`src/rtl/icb2apb_bridge_if.sv`:
```
// Bus bundles for the ICB-to-APB bridge: one ICB command/response channel and
// one APB4 master port, each with master/slave modports.
interface icb2apb_icb_if #(
  parameter int unsigned AW    = 32'd32,
  parameter int unsigned DW    = 32'd32,
  parameter int unsigned USR_W = 32'd1
);
  logic              cmd_vld;
  logic              cmd_rdy;
  logic              cmd_read;
  logic [AW-1:0]     cmd_addr;
  logic [DW-1:0]     cmd_wdata;
  logic [DW/8-1:0]   cmd_wmask;
  logic [USR_W-1:0]  cmd_usr;
  logic              rsp_vld;
  logic              rsp_rdy;
  logic              rsp_err;
  logic [DW-1:0]     rsp_rdata;
  logic [USR_W-1:0]  rsp_usr;

  modport master (
    output cmd_vld, cmd_read, cmd_addr, cmd_wdata, cmd_wmask, cmd_usr, rsp_rdy,
    input  cmd_rdy, rsp_vld, rsp_err, rsp_rdata, rsp_usr
  );
  modport slave (
    input  cmd_vld, cmd_read, cmd_addr, cmd_wdata, cmd_wmask, cmd_usr, rsp_rdy,
    output cmd_rdy, rsp_vld, rsp_err, rsp_rdata, rsp_usr
  );
endinterface

interface icb2apb_apb_if #(
  parameter int unsigned AW = 32'd32,
  parameter int unsigned DW = 32'd32
);
  logic            psel;
  logic            penable;
  logic            pwrite;
  logic [AW-1:0]   paddr;
  logic [DW-1:0]   pwdata;
  logic [DW/8-1:0] pstrb;
  logic            pready;
  logic [DW-1:0]   prdata;
  logic            pslverr;

  modport master (
    output psel, penable, pwrite, paddr, pwdata, pstrb,
    input  pready, prdata, pslverr
  );
  modport slave (
    input  psel, penable, pwrite, paddr, pwdata, pstrb,
    output pready, prdata, pslverr
  );
endinterface

```
`src/rtl/icb2apb_bridge.sv`:
```
// ICB-to-APB4 bridge: one transfer in flight, fully registered APB and ICB
// response outputs, optional access timeout that ends hung accesses with an error.
module icb2apb_bridge #(
  parameter int unsigned AW      = 32'd32,
  parameter int unsigned DW      = 32'd32,
  parameter int unsigned USR_W   = 32'd1,
  parameter int unsigned TIMEOUT = 32'd0
) (
  input  logic                 clk,
  input  logic                 rst,
  icb2apb_icb_if.slave         i_icb,
  icb2apb_apb_if.master        apb
);

  typedef enum logic [1:0] {
    IDLE   = 2'd0,
    SETUP  = 2'd1,
    ACCESS = 2'd2,
    RSP    = 2'd3
  } state_t;

  localparam logic [15:0] TMO_LIMIT = 16'(TIMEOUT);

  state_t            state_r;
  logic              read_r;
  logic [15:0]       tmo_cnt_r;
  logic              psel_r;
  logic              penable_r;
  logic              pwrite_r;
  logic [AW-1:0]     paddr_r;
  logic [DW-1:0]     pwdata_r;
  logic [DW/8-1:0]   pstrb_r;
  logic              rsp_vld_r;
  logic              rsp_err_r;
  logic [DW-1:0]     rsp_rdata_r;
  logic [USR_W-1:0]  rsp_usr_r;
  logic              tmo_hit_s;
  logic [15:0]       tmo_cnt_inc_s;

  // Timeout fires on the ACCESS cycle that would bring the count up to the limit.
  always_comb begin
    tmo_hit_s     = 1'b0;
    tmo_cnt_inc_s = tmo_cnt_r;
    if (tmo_cnt_r != 16'hFFFF) begin
      tmo_cnt_inc_s = tmo_cnt_r + 16'd1;
    end else begin
      tmo_cnt_inc_s = tmo_cnt_r;
    end
    if (TIMEOUT != 32'd0) begin
      tmo_hit_s = (tmo_cnt_r >= (TMO_LIMIT - 16'd1));
    end else begin
      tmo_hit_s = 1'b0;
    end
  end

  // Transfer FSM; every bus-facing output is a register updated on state entry.
  always_ff @(posedge clk or negedge rst) begin
    if (!rst) begin
      state_r     <= IDLE;
      read_r      <= 1'b0;
      tmo_cnt_r   <= 16'd0;
      psel_r      <= 1'b0;
      penable_r   <= 1'b0;
      pwrite_r    <= 1'b0;
      paddr_r     <= {AW{1'b0}};
      pwdata_r    <= {DW{1'b0}};
      pstrb_r     <= {(DW/8){1'b0}};
      rsp_vld_r   <= 1'b0;
      rsp_err_r   <= 1'b0;
      rsp_rdata_r <= {DW{1'b0}};
      rsp_usr_r   <= {USR_W{1'b0}};
    end else begin
      case (state_r)
        IDLE: begin
          if (i_icb.cmd_vld) begin
            read_r    <= i_icb.cmd_read;
            psel_r    <= 1'b1;
            pwrite_r  <= ~i_icb.cmd_read;
            paddr_r   <= i_icb.cmd_addr;
            pwdata_r  <= i_icb.cmd_wdata;
            pstrb_r   <= i_icb.cmd_read ? {(DW/8){1'b0}} : i_icb.cmd_wmask;
            rsp_usr_r <= i_icb.cmd_usr;
            state_r   <= SETUP;
          end else begin
            state_r   <= IDLE;
          end
        end
        SETUP: begin
          penable_r <= 1'b1;
          state_r   <= ACCESS;
        end
        ACCESS: begin
          if (apb.pready) begin
            psel_r      <= 1'b0;
            penable_r   <= 1'b0;
            rsp_vld_r   <= 1'b1;
            rsp_err_r   <= apb.pslverr;
            rsp_rdata_r <= read_r ? apb.prdata : {DW{1'b0}};
            state_r     <= RSP;
          end else if (tmo_hit_s) begin
            tmo_cnt_r   <= tmo_cnt_inc_s;
            psel_r      <= 1'b0;
            penable_r   <= 1'b0;
            rsp_vld_r   <= 1'b1;
            rsp_err_r   <= 1'b1;
            rsp_rdata_r <= {DW{1'b0}};
            state_r     <= RSP;
          end else begin
            tmo_cnt_r   <= tmo_cnt_inc_s;
            state_r     <= ACCESS;
          end
        end
        RSP: begin
          if (i_icb.rsp_rdy) begin
            rsp_vld_r <= 1'b0;
            tmo_cnt_r <= 16'd0;
            state_r   <= IDLE;
          end else begin
            state_r   <= RSP;
          end
        end
        default: begin
          psel_r    <= 1'b0;
          penable_r <= 1'b0;
          rsp_vld_r <= 1'b0;
          state_r   <= IDLE;
        end
      endcase
    end
  end

  assign i_icb.cmd_rdy   = (state_r == IDLE);
  assign i_icb.rsp_vld   = rsp_vld_r;
  assign i_icb.rsp_err   = rsp_err_r;
  assign i_icb.rsp_rdata = rsp_rdata_r;
  assign i_icb.rsp_usr   = rsp_usr_r;

  assign apb.psel        = psel_r;
  assign apb.penable     = penable_r;
  assign apb.pwrite      = pwrite_r;
  assign apb.paddr       = paddr_r;
  assign apb.pwdata      = pwdata_r;
  assign apb.pstrb       = pstrb_r;

endmodule
```
`src/flat_wrapper.sv`:
```
// flat-port wrapper written by rule: the top's interface ports become plain ports
module icb2apb_bridge_flat 
#(
  parameter int unsigned AW      = 32'd32,
  parameter int unsigned DW      = 32'd32,
  parameter int unsigned USR_W   = 32'd1,
  parameter int unsigned TIMEOUT = 32'd0
)
  (clk, rst, i_icb_cmd_vld, i_icb_cmd_read, i_icb_cmd_addr, i_icb_cmd_wdata, i_icb_cmd_wmask, i_icb_cmd_usr, i_icb_rsp_rdy, i_icb_cmd_rdy, i_icb_rsp_vld, i_icb_rsp_err, i_icb_rsp_rdata, i_icb_rsp_usr, apb_psel, apb_penable, apb_pwrite, apb_paddr, apb_pwdata, apb_pstrb, apb_pready, apb_prdata, apb_pslverr);
  icb2apb_icb_if #(.AW(AW), .DW(DW), .USR_W(USR_W)) i_icb_i ();
  icb2apb_apb_if #(.AW(AW), .DW(DW)) apb_i ();
  input  logic clk;
  input  logic rst;
  input wire logic [$bits(i_icb_i.cmd_vld)-1:0] i_icb_cmd_vld;
  input wire logic [$bits(i_icb_i.cmd_read)-1:0] i_icb_cmd_read;
  input wire logic [$bits(i_icb_i.cmd_addr)-1:0] i_icb_cmd_addr;
  input wire logic [$bits(i_icb_i.cmd_wdata)-1:0] i_icb_cmd_wdata;
  input wire logic [$bits(i_icb_i.cmd_wmask)-1:0] i_icb_cmd_wmask;
  input wire logic [$bits(i_icb_i.cmd_usr)-1:0] i_icb_cmd_usr;
  input wire logic [$bits(i_icb_i.rsp_rdy)-1:0] i_icb_rsp_rdy;
  output wire logic [$bits(i_icb_i.cmd_rdy)-1:0] i_icb_cmd_rdy;
  output wire logic [$bits(i_icb_i.rsp_vld)-1:0] i_icb_rsp_vld;
  output wire logic [$bits(i_icb_i.rsp_err)-1:0] i_icb_rsp_err;
  output wire logic [$bits(i_icb_i.rsp_rdata)-1:0] i_icb_rsp_rdata;
  output wire logic [$bits(i_icb_i.rsp_usr)-1:0] i_icb_rsp_usr;
  output wire logic [$bits(apb_i.psel)-1:0] apb_psel;
  output wire logic [$bits(apb_i.penable)-1:0] apb_penable;
  output wire logic [$bits(apb_i.pwrite)-1:0] apb_pwrite;
  output wire logic [$bits(apb_i.paddr)-1:0] apb_paddr;
  output wire logic [$bits(apb_i.pwdata)-1:0] apb_pwdata;
  output wire logic [$bits(apb_i.pstrb)-1:0] apb_pstrb;
  input wire logic [$bits(apb_i.pready)-1:0] apb_pready;
  input wire logic [$bits(apb_i.prdata)-1:0] apb_prdata;
  input wire logic [$bits(apb_i.pslverr)-1:0] apb_pslverr;
  assign i_icb_i.cmd_vld = i_icb_cmd_vld;
  assign i_icb_i.cmd_read = i_icb_cmd_read;
  assign i_icb_i.cmd_addr = i_icb_cmd_addr;
  assign i_icb_i.cmd_wdata = i_icb_cmd_wdata;
  assign i_icb_i.cmd_wmask = i_icb_cmd_wmask;
  assign i_icb_i.cmd_usr = i_icb_cmd_usr;
  assign i_icb_i.rsp_rdy = i_icb_rsp_rdy;
  assign i_icb_cmd_rdy = i_icb_i.cmd_rdy;
  assign i_icb_rsp_vld = i_icb_i.rsp_vld;
  assign i_icb_rsp_err = i_icb_i.rsp_err;
  assign i_icb_rsp_rdata = i_icb_i.rsp_rdata;
  assign i_icb_rsp_usr = i_icb_i.rsp_usr;
  assign apb_psel = apb_i.psel;
  assign apb_penable = apb_i.penable;
  assign apb_pwrite = apb_i.pwrite;
  assign apb_paddr = apb_i.paddr;
  assign apb_pwdata = apb_i.pwdata;
  assign apb_pstrb = apb_i.pstrb;
  assign apb_i.pready = apb_pready;
  assign apb_i.prdata = apb_prdata;
  assign apb_i.pslverr = apb_pslverr;
  icb2apb_bridge #(.AW(AW), .DW(DW), .USR_W(USR_W), .TIMEOUT(TIMEOUT)) u_core (.clk(clk), .rst(rst), .i_icb(i_icb_i), .apb(apb_i));
endmodule
```
`config.mk`:
```
export PLATFORM = sky130hd
export DESIGN_NAME = icb2apb_bridge_flat
export DESIGN_NICKNAME = d
export VERILOG_FILES = /design/src/rtl/icb2apb_bridge_if.sv /design/src/rtl/icb2apb_bridge.sv /design/src/flat_wrapper.sv
export SDC_FILE = /design/constraint.sdc
export NUM_CORES = 1
export LEC_CHECK = 0
export BUFFER_PORTS_ARGS = -buffer_cell sky130_fd_sc_hd__buf_2
export CAP_MARGIN = 20
export CORE_ASPECT_RATIO = 0.7
export CORE_MARGIN = 2
export CORE_UTILIZATION = 45
export DETAILED_ROUTE_END_ITERATION = 6
export MAX_ROUTING_LAYER = met4
export PLACE_DENSITY_LB_ADDON = 0.12
export SETUP_SLACK_MARGIN = 0.4
export SYNTH_ARGS = -nofsm -noshare
export SYNTH_HDL_FRONTEND = slang
export SYNTH_SLANG_ARGS = --single-unit
```
`constraint.sdc`:
```
create_clock -name clk -period 1.94 [get_ports clk]
set_clock_uncertainty 0.05 [all_clocks]
set_input_delay 0.097 -clock clk [delete_from_list [all_inputs] [get_ports clk]]
set_output_delay 0.097 -clock clk [all_outputs]
set_load 0.02 [all_outputs]
```
==> impl_metrics.py, run 1 <==
metrics = {
    "min_path": {
        "hold_path_class": "in2reg",
    },
    "setup_path": {
        "required_ns": 2.12,
        "cp_cell_sequence": "or3b_4 > buf_4 > nand2_1 > nand2_1",
        "crit_type": "reg2reg",
        "start_kind": "flip-flop",
        "crit_top_cell": "nand2_1",
        "cp_slowest_stage_delay_ns": 0.49,
        "critical_path_arrival_ns": 1.66,
        "end_kind": "flip-flop",
        "cp_max_fo": 18,
        "slowest_stage": "or3b_4",
    },
    "cells_and_area": {
        "final_cell_mix": "nand2_1, buf_2, dfrtp_1",
        "fin_nets": 888,
        "syn2layout_area_growth_pct": 59.4,
        "post-route-util_pct": 74.5,
        "final_area_um2": 6810,
        "drive_gt1_share_pct": 31.5,
        "antennaDiodeCount": 0,
        "mostFrequentLayoutCell": "nand2_1",
    },
    "floorplan": {
        "die_area_um2": 10300,
        "core-area_um2": 9140,
        "rows": 29,
        "ios": 215,
        "start_util_pct": 46.7,
        "die_y_um": 85.5,
        "die_w_um": 120,
    },
    "sta": {
        "rsz0062_at_grt": "no",
        "timing.setup.tns_ns": 0,
        "worst_hold_slack_ns": 0.0356,
        "setup_violations": 0,
        "hold_viol_final": 0,
        "tightest_slew_ns": 0.649,
        "fin_crit_sh_pct": 76.3,
        "final_max_slew_viol_count": 0,
        "worst_slack_ns": 0.460,
        "fmax_mhz": 676,
        "slew_headroom_pct": 56.7,
        "min_period_ns": 1.48,
    },
    "route": {
        "wl_mm": 12.7,
        "vias_per_cell": 4.68,
        "route.met3.wl_um": 769,
        "via_count": 4250,
        "top_layer": "met4",
        "drc": 0,
        "drt-initial-drc-count": 206,
        "wl_met2_mm": 6.27,
        "firstDrtPassIters": 4,
        "routedWlPerCell_um": 13.9,
        "drt-met1-wl_mm": 5.35,
        "ant_nets": 0,
    },
    "pwr": {
        "p_leak_nw": 3.76,
        "powerDensity_nw_per_um2": 1450,
        "vdd_drop_max_uv": 861,
    },
    "yosys": {
        "synth-seq-cells": 109,
        "synth_top_family_by_area": "simple AND/OR/NAND/NOR gates",
        "syn-cell-area_um2": 4270,
        "syn_inst": 466,
        "synthSimpleGateAreaFrac_pct": 25.9,
        "synth_seq_area_share_pct": 63.9,
        "synth_xor_area_share_pct": 0,
        "synth_adder_area_share_pct": 0,
        "synth_compound_area_share_pct": 4.78,
        "ys_types": 16,
        "avgSynthCellArea_um2": 9.16,
        "synthMuxAreaShare_pct": 0.264,
        "synth_warnings": 0,
        "syn-num-nets": 574,
    },
    "placed_design": {
        "io_buffer_count": 214,
        "place_hpwl_mm": 7.88,
        "pre_cts_slack_ns": 0.264,
        "gp_congestion": 0.756,
        "place_area_um2": 5430,
    },
    "global_routing": {
        "grt_pass1_wl_mm": 20.1,
        "grt_usage_pct": 25.7,
        "antenna_found_initial": 0,
        "grt_max_degree": 57,
        "grt-ovfl-total": 0,
        "grt_pass1_vias": 4211,
    },
    "clocking": {
        "cts.sinks": 109,
        "clk_pin_slew_ns": 0.07,
        "numCtsBuffers": 9,
        "cts_tree": "done",
        "clock_path_buffers": 2,
        "clock-root-buffer": "clkbuf_16",
        "clk_latency_ns": 0.34,
        "cts_max_level": 3,
    },
    "run": {
        "cap_viol_max_count": 0,
    },
    "status": {
        "status": "finished, final reports clean",
    },
}
## flip-flops by register name, indices dropped and copies added, names as in the netlist
signal / flops
u_core.apb.paddr: 32
u_core.i_icb.rsp_usr: 1
u_core.i_icb.rsp_err: 1
u_core.apb.psel: 1
u_core.read_r: 1
u_core.i_icb.rsp_rdata: 32
u_core.apb.pstrb: 4
u_core.apb.pwdata: 32
u_core.apb.penable: 1
u_core.i_icb.rsp_vld: 1
u_core.state_r: 2
u_core.apb.pwrite: 1
## synthesized netlist by cell type
cell	count	area, um^2
nand2_1	275	1030
dfrtp_1	109	2730
o21ai_0	36	180
buf_2	14	70.1
buf_8	7	105
clkbuf_1	5	18.8
nand3b_1	5	37.5
nor2_1	4	15.0
a21oi_1	3	15.0
buf_6	2	22.5
a21o_2	1	8.76
inv_1	1	3.75
mux2_2	1	11.3
nand2b_1	1	6.26
nor3b_1	1	7.51
or3b_1	1	8.76
## cell type report
class,instances,area (um^2)
clock inverters,6,87.6
fillers,662,2330
inverters,1,3.75
well taps,124,155
repair buffers,331,2270
flip-flops and latches,109,2730
multi-input cells,328,1330
clock buffers,10,229
## per-stage QoR
step                total power, mW  cells
floorplan                      6.25    466
global placement               7.60    787
detailed placement             7.72    787
CTS                            9.86    908
global route                   10.5    909
finish                         9.84    909
## kinds of logic (layout without fill, tap and decap cells)
logic type,count (synthesis),count (layout)
mux,1,1
buf+inv,29,348
simple gates,287,287
compound gates,40,40
flops,109,109
## critical path: cells and delay by family (launching register included)
family | cells | cell delay (ns)
and+or+nand+nor | 3 | 0.63
DFF | 1 | 0.46
buffers and inverters | 1 | 0.23
## where the power goes
group	total (mW)	internal, mW	switching [mW]	leakage (nW)
Combinational	4.15	1.43	2.72	2.23
Clock	1.93	1.13	0.797	0.145
Sequential	3.76	3.23	0.533	1.39
Total	9.84	5.79	4.05	3.76
## layer usage
layer  vias up  global-route usage, %
li1       2063                      -
met1      1989                   31.1
met2       173                   43.0
met3        25                   5.72
met5         -                      -
met4         0                   8.99
## path summary, 6_finish.rpt
| check | cells past startpoint | endpoint | startpoint | slack [ns] |
|---|---|---|---|---|
| worst max-delay path | 4 | u_core.apb.pwdata[23]$_DFFE_PN0P_ | u_core.state_r[0]$_DFF_PN0_ | 0.46 |
| worst min-delay path | 3 | u_core.apb.psel$_DFFE_PN0P_ | i_icb_cmd_vld | 0.04 |
| worst max register to register | 4 | u_core.apb.pwdata[23]$_DFFE_PN0P_ | u_core.state_r[0]$_DFF_PN0_ | 0.46 |
| worst min register to register | 2 | u_core.apb.pstrb[1]$_DFFE_PN0P_ | u_core.apb.pstrb[1]$_DFFE_PN0P_ | 0.42 |
| max in group asynchronous | 3 | u_core.apb.pwdata[13]$_DFFE_PN0P_ | rst | 0.93 |
| min in group asynchronous | 2 | u_core.apb.pwdata[16]$_DFFE_PN0P_ | rst | 0.28 |
## repair_timing
action | 4_1_cts | 5_1_grt
resized for setup | 1 | 1
pin swaps | 0 | 1
hold buffers | 104 | 0
endpoints found under the hold margin | 150 | 0
buffers inserted | 1 | 1
endpoints found under the setup margin | 91 | 52
No activity file was read; power rests on OpenSTA's default activity.
==> run 2: changes to the inputs <==
Settings changed: ABC_AREA from default to 1, CORE_UTILIZATION 45 to 42.
Clock period 1.94 ns to 1.25 ns, I/O delays scaled along.
==> impl_metrics.py, run 2 <==
metrics = {
    "status": {
        "status": "finished with violations",
        "violations": "negative setup slack",
    },
    "run": {
        "cap_viol_max_count": 0,
    },
    "yosys": {
        "syn-cell-area_um2": 4610,
        "synth_seq_area_share_pct": 59.2,
        "synth_edf_count": 0,
        "async_reset_ff_share_pct": 100,
        "ys.flop_type": "dfrtp_1",
        "avgSynthCellArea_um2": 8.39,
        "syn_inst": 549,
        "synth_warnings": 0,
        "synthTopCellsByCount": "nand2_1, dfrtp_1, nand3_1",
        "synth_most_common_cell": "nand2_1",
        "yosys.area.top_type": "dfrtp_1",
        "syn-num-nets": 657,
        "synth-seq-cells": 109,
        "synth.area.top_cells": "dfrtp_1, nand2_1, nand3_1, inv_1, buf_6",
        "synth.top_cell.area_share_pct": 59.2,
        "ys_types": 17,
    },
    "clocking": {
        "cts_tree": "done",
        "cts_max_level": 3,
        "clock-root-buffer": "clkbuf_16",
        "numCtsBuffers": 9,
        "clk_latency_ns": 0.33,
        "clk_pin_slew_ns": 0.07,
        "cts.sinks": 109,
        "clock_path_buffers": 2,
    },
    "cells_and_area": {
        "antennaDiodeCount": 0,
        "syn2layout_area_growth_pct": 88.3,
        "stdcell_count": 1070,
        "drive_gt1_share_pct": 35.9,
        "final_cell_mix": "nand2_1, buf_6, dfrtp_1",
        "mostFrequentLayoutCell": "nand2_1",
        "fin_nets": 1026,
    },
    "floorplan": {
        "ios": 215,
        "die_area_um2": 11800,
        "die_w_um": 129,
        "rows": 31,
        "die_y_um": 91.6,
        "start_util_pct": 43.8,
        "core-area_um2": 10500,
    },
    "global_routing": {
        "grt_pass1_wl_mm": 24.6,
        "grt_usage_pct": 27.3,
        "grt_pass1_vias": 5072,
        "grt_max_degree": 50,
        "grt-ovfl-total": 0,
        "antenna_found_initial": 0,
    },
    "sta": {
        "fin_crit_sh_pct": 109,
        "worst_slack_ns": -0.110,
        "final_max_slew_viol_count": 0,
        "tightest_slew_ns": 0.376,
        "timing.setup.tns_ns": -3.97,
        "slew_headroom_pct": 74.9,
        "hold_viol_final": 0,
        "min_period_ns": 1.36,
        "fmax_mhz": 735,
        "setup_violations": 98,
        "rsz0062_at_grt": "yes",
    },
    "pwr": {
        "intPower_mw": 12.7,
        "powerDensity_nw_per_um2": 2400,
        "vdd_drop_max_uv": 1440,
        "switching_share_pct": 38.9,
        "clkPwrFrac_pct": 14.6,
        "p_seq_share_pct": 30.7,
        "p_leak_nw": 4.86,
        "p_sw_mw": 8.10,
        "p_comb_share_pct": 54.7,
    },
    "setup_path": {
        "cp_max_fo": 8,
        "critical_path_arrival_ns": 1.58,
        "required_ns": 1.47,
        "r2r_start": "u_core.state_r[0]$_DFF_PN0_",
        "cp_cell_sequence": "buf_4 > buf_6 > nor2_4 > buf_12 > clkbuf_16 > nand2_1 > nand2_1",
        "end_kind": "flip-flop",
        "reg2reg_depth": 7,
        "crit_top_cell": "nand2_1",
        "slowest_stage": "dfrtp_2",
        "start_kind": "flip-flop",
        "crit_type": "reg2reg",
        "r2r_setup_slack_ns": -0.11,
        "r2r-end": "u_core.i_icb.rsp_rdata[0]$_DFFE_PN0P_",
        "crit_path_end": "u_core.i_icb.rsp_rdata[0]$_DFFE_PN0P_",
        "startpoint": "u_core.state_r[0]$_DFF_PN0_",
        "cp_slowest_stage_delay_ns": 0.44,
    },
    "route": {
        "drc": 0,
        "firstDrtPassIters": 4,
        "wl_mm": 16.8,
        "drt-initial-drc-count": 247,
        "ant_nets": 0,
        "vias_per_cell": 4.76,
        "via_count": 5097,
        "routedWlPerCell_um": 15.7,
    },
    "min_path": {
        "hold_path_class": "in2reg",
    },
    "placed_design": {
        "gp_congestion": 0.739,
        "dp.cells": 896,
        "io_buffer_count": 214,
        "place_hpwl_mm": 8.26,
    },
}
==> run 2: cell families after synthesis <==
kind of cell	count (synthesis)	share of synthesized area (%)
buffers and inverters	76	8.20
AOI/OAI and AO/OA	1	0.109
DFF	109	59.2
and+or+nand+nor	363	32.5
==> run 2: metal layers <==
layer | wire (um) | vias up | GRT usage (%)
met1 | 6790 | 2459 | 33.2
met3 | 1010 | 40 | 5.89
met5 | 0 | - | -
met4 | 466 | 0 | 9.69
met2 | 8560 | 193 | 45.0
li1 | - | 2405 | -
==> run 2: final cells by class <==
class / count / area (um^2)
clock buffer: 11 / 243
clock inverter: 4 / 72.6
fill: 571 / 1840
inverter: 42 / 160
multi-input combinational: 364 / 1590
sequential: 109 / 2730
tap: 148 / 185
timing repair buffer: 392 / 3690
==> run 2: power by group through the flow <==
stage / sequential (mW) / clock, mW / combinational [mW]
3_3_place_gp: 5.95 / 0 / 7.06
4_1_cts: 6.22 / 3.11 / 9.85
2_1_floorplan: 7.82 / 0 / 2.72
3_5_place_dp: 5.96 / 0 / 7.20
6_report: 6.40 / 3.04 / 11.4
5_1_grt: 6.55 / 3.26 / 12.2
==> run 2: per-stage QoR <==
stage          power [mW]  cell area (um^2)  hold slack, ns  utilization [%]  worst slack [ns]
2_1_floorplan        10.5              4660          -0.283                -            0.0955
3_3_place_gp         13.0              5940         -0.0469             56.5            0.0462
3_5_place_dp         13.2              5940         -0.0448             56.5            0.0264
4_1_cts              19.2              8160          0.0555             77.7           -0.0589
5_1_grt              22.0              8670          0.0982             82.5            -0.146
6_report             20.8              8670          0.0833             82.5            -0.110
==> run 2: how the worst min path moves through the flow <==
stage | startpoint | to | slack, ns | depth (start not counted)
floorplan | rst | u_core.apb.paddr[0]$_DFFE_PN0P_ | -0.28 | 0
global placement | rst | u_core.apb.paddr[14]$_DFFE_PN0P_ | -0.05 | 1
detailed placement | rst | u_core.apb.paddr[5]$_DFFE_PN0P_ | -0.04 | 1
CTS | i_icb_cmd_vld | u_core.apb.pwdata[5]$_DFFE_PN0P_ | 0.06 | 4
global route | i_icb_cmd_vld | u_core.apb.pwdata[5]$_DFFE_PN0P_ | 0.1 | 4
finish | i_icb_cmd_vld | u_core.apb.pwdata[9]$_DFFE_PN0P_ | 0.08 | 4
==> run 2: timing repair <==
action	CTS	global route
setup buffers	22	23
gates resized for setup	186	66
pin swaps	2	11
gates cloned	4	5
endpoints found under the setup margin	216	216
hold buffers	105	0
endpoints found under the hold margin	213	0
==> run 2: critical path: cells and delay by family, from the launching register on <==
kind | cells | cell delay (ns)
buffers and inverters | 4 | 0.57
AND/OR/NAND/NOR | 3 | 0.23
flip-flops | 1 | 0.44
==> run 3: changes to the inputs <==
Settings changed: ABC_AREA 1 to default, CORE_UTILIZATION 42 to 41, SLEW_MARGIN from default to 10.
==> impl_metrics.py, run 3 (same netlist as run 1, synthesis figures left out) <==
metrics = {
    "cells_and_area": {
        "n_fill_cell": 602,
        "antennaDiodeCount": 0,
        "mostFrequentLayoutCell": "nand2_1",
        "syn2layout_area_growth_pct": 93.4,
        "multiInputGateArea_um2": 1470,
        "fin_nets": 948,
        "seq_area_um2": 2730,
        "final_cell_mix": "nand2_1, buf_6, dfrtp_1",
        "drive_gt1_share_pct": 41.3,
    },
    "floorplan": {
        "die_y_um": 89.4,
        "die_w_um": 126,
        "ios": 215,
        "rows": 31,
        "start_util_pct": 41.7,
        "core-area_um2": 10200,
        "die_area_um2": 11300,
    },
    "setup_path": {
        "end_kind": "flip-flop",
        "cp_cell_sequence": "or3b_4 > clkbuf_16 > nand2_1 > nand2_1",
        "crit_family": "simple AND/OR/NAND/NOR gates",
        "crit_top_cell": "nand2_1",
        "critical_path_arrival_ns": 1.59,
        "required_ns": 1.43,
        "slowest_stage": "or3b_4",
        "cp_max_fo": 16,
        "start_kind": "flip-flop",
        "cp_num_buf_inv": 1,
        "cp_slowest_stage_delay_ns": 0.50,
        "crit_type": "reg2reg",
    },
    "placed_design": {
        "io_buffer_count": 214,
        "place_hpwl_mm": 7.76,
        "gp_congestion": 0.788,
    },
    "global_routing": {
        "grt_pass1_vias": 4466,
        "grt_pass1_wl_mm": 21.4,
        "grt-ovfl-total": 0,
        "grt_max_degree": 73,
        "grt_usage_pct": 25.1,
        "antenna_found_initial": 0,
    },
    "status": {
        "status": "finished with violations",
        "violations": "negative setup slack",
    },
    "clocking": {
        "cts.sinks": 109,
        "numCtsBuffers": 9,
        "clk_pin_slew_ns": 0.07,
        "cts_max_level": 3,
        "clock_path_buffers": 2,
        "clk_latency_ns": 0.34,
        "clock-root-buffer": "clkbuf_16",
        "cts_tree": "done",
    },
    "min_path": {
        "hold_path_class": "in2reg",
    },
    "pwr": {
        "powerDensity_nw_per_um2": 2330,
        "vdd_drop_max_uv": 1270,
        "p_leak_nw": 4.31,
        "power_mw": 19.3,
    },
    "sta": {
        "worst_slack_ns": -0.160,
        "min_period_ns": 1.41,
        "slew_headroom_pct": 68.5,
        "final_max_slew_viol_count": 0,
        "hold_viol_final": 0,
        "setup_violations": 106,
        "fin_crit_sh_pct": 113,
        "tightest_slew_ns": 0.472,
        "fmax_mhz": 709,
        "worst_hold_slack_ns": 0.0193,
        "rsz0062_at_grt": "yes",
    },
    "route": {
        "vias_per_cell": 4.73,
        "drc": 0,
        "drt-initial-drc-count": 211,
        "ant_nets": 0,
        "routedWlPerCell_um": 15.4,
        "wl_mm": 15.0,
        "firstDrtPassIters": 4,
        "via_count": 4618,
    },
    "run": {
        "cap_viol_max_count": 0,
    },
}
==> run 3: changes by cell type in the layout (fill, tap and decap cells not counted), sizes merged, moves of 2 or more <==
cell | previous run | this run
inv | 42 | 2
nor2 | 6 | 4
nand3 | 74 | 0
a21oi | 0 | 3
o21ai | 1 | 36
nand2 | 282 | 275
nand3b | 1 | 5
==> run 3: power by group <==
group	total, mW	internal, mW	switching, mW
logic	10.2	5.20	4.95
registers	6.19	5.02	1.17
clock network	2.93	1.68	1.26
total	19.3	11.9	7.38
==> run 3: layer usage <==
layer  routed length (um)  track usage, %  vias to the layer above
met1                 5930            28.4                     2216
met2                 7970            45.1                      185
li1                     -               -                     2188
met5                    0               -                        -
met4                  307            7.89                        0
met3                  815            5.92                       29
==> run 3: worst paths after layout <==
kind / start / end / slack [ns] / cells past startpoint
max: u_core.state_r[0]$_DFF_PN0_ / u_core.apb.paddr[22]$_DFFE_PN0P_ / -0.16 / 4
min: apb_pready / u_core.apb.psel$_DFFE_PN0P_ / 0.02 / 4
max reg2reg: u_core.state_r[0]$_DFF_PN0_ / u_core.apb.paddr[22]$_DFFE_PN0P_ / -0.16 / 4
min reg2reg: u_core.apb.pstrb[0]$_DFFE_PN0P_ / u_core.apb.pstrb[0]$_DFFE_PN0P_ / 0.44 / 2
max in group asynchronous: rst / u_core.apb.pwdata[23]$_DFFE_PN0P_ / 0.51 / 3
min in group asynchronous: rst / u_core.apb.pwdata[14]$_DFFE_PN0P_ / 0.23 / 3
==> run 3: area by class of cell <==
class | instances | area share (%)
Timing Repair Buffer | 391 | 43.4
Sequential cell | 109 | 33.0
Multi-Input combinational cell | 328 | 17.8
Clock buffer | 12 | 3.11
Tap cell | 132 | 2.00
Clock inverter | 4 | 0.666
Inverter | 1 | 0.0757
==> run 3: tightest hold or removal path: stages <==
cell	delay [ns]
buf_2	0.14
nand2b_4	0.07
nand2_1	0.05
o21ai_1	0.05
==> run 3: per-stage QoR <==
stage | cell area (um^2) | setup WS [ns] | TNS, ns | utilization [%] | std cells
floorplan | 4320 | -0.135 | -9.46 | - | 466
global placement | 5560 | -0.172 | -10.82 | 54.3 | 805
detailed placement | 5560 | -0.206 | -12.81 | 54.3 | 805
CTS | 7910 | -0.0990 | -6.73 | 77.2 | 955
global route | 8260 | -0.209 | -15.89 | 80.7 | 977
finish | 8260 | -0.160 | -10.80 | 80.7 | 977
==> run 3: repair_timing <==
item,CTS,global route
hold buffers,106,0
gates cloned,1,3
gates resized for setup,239,45
pin swaps,3,2
endpoints found under the setup margin,216,216
endpoints found under the hold margin,216,0
setup buffers,27,19
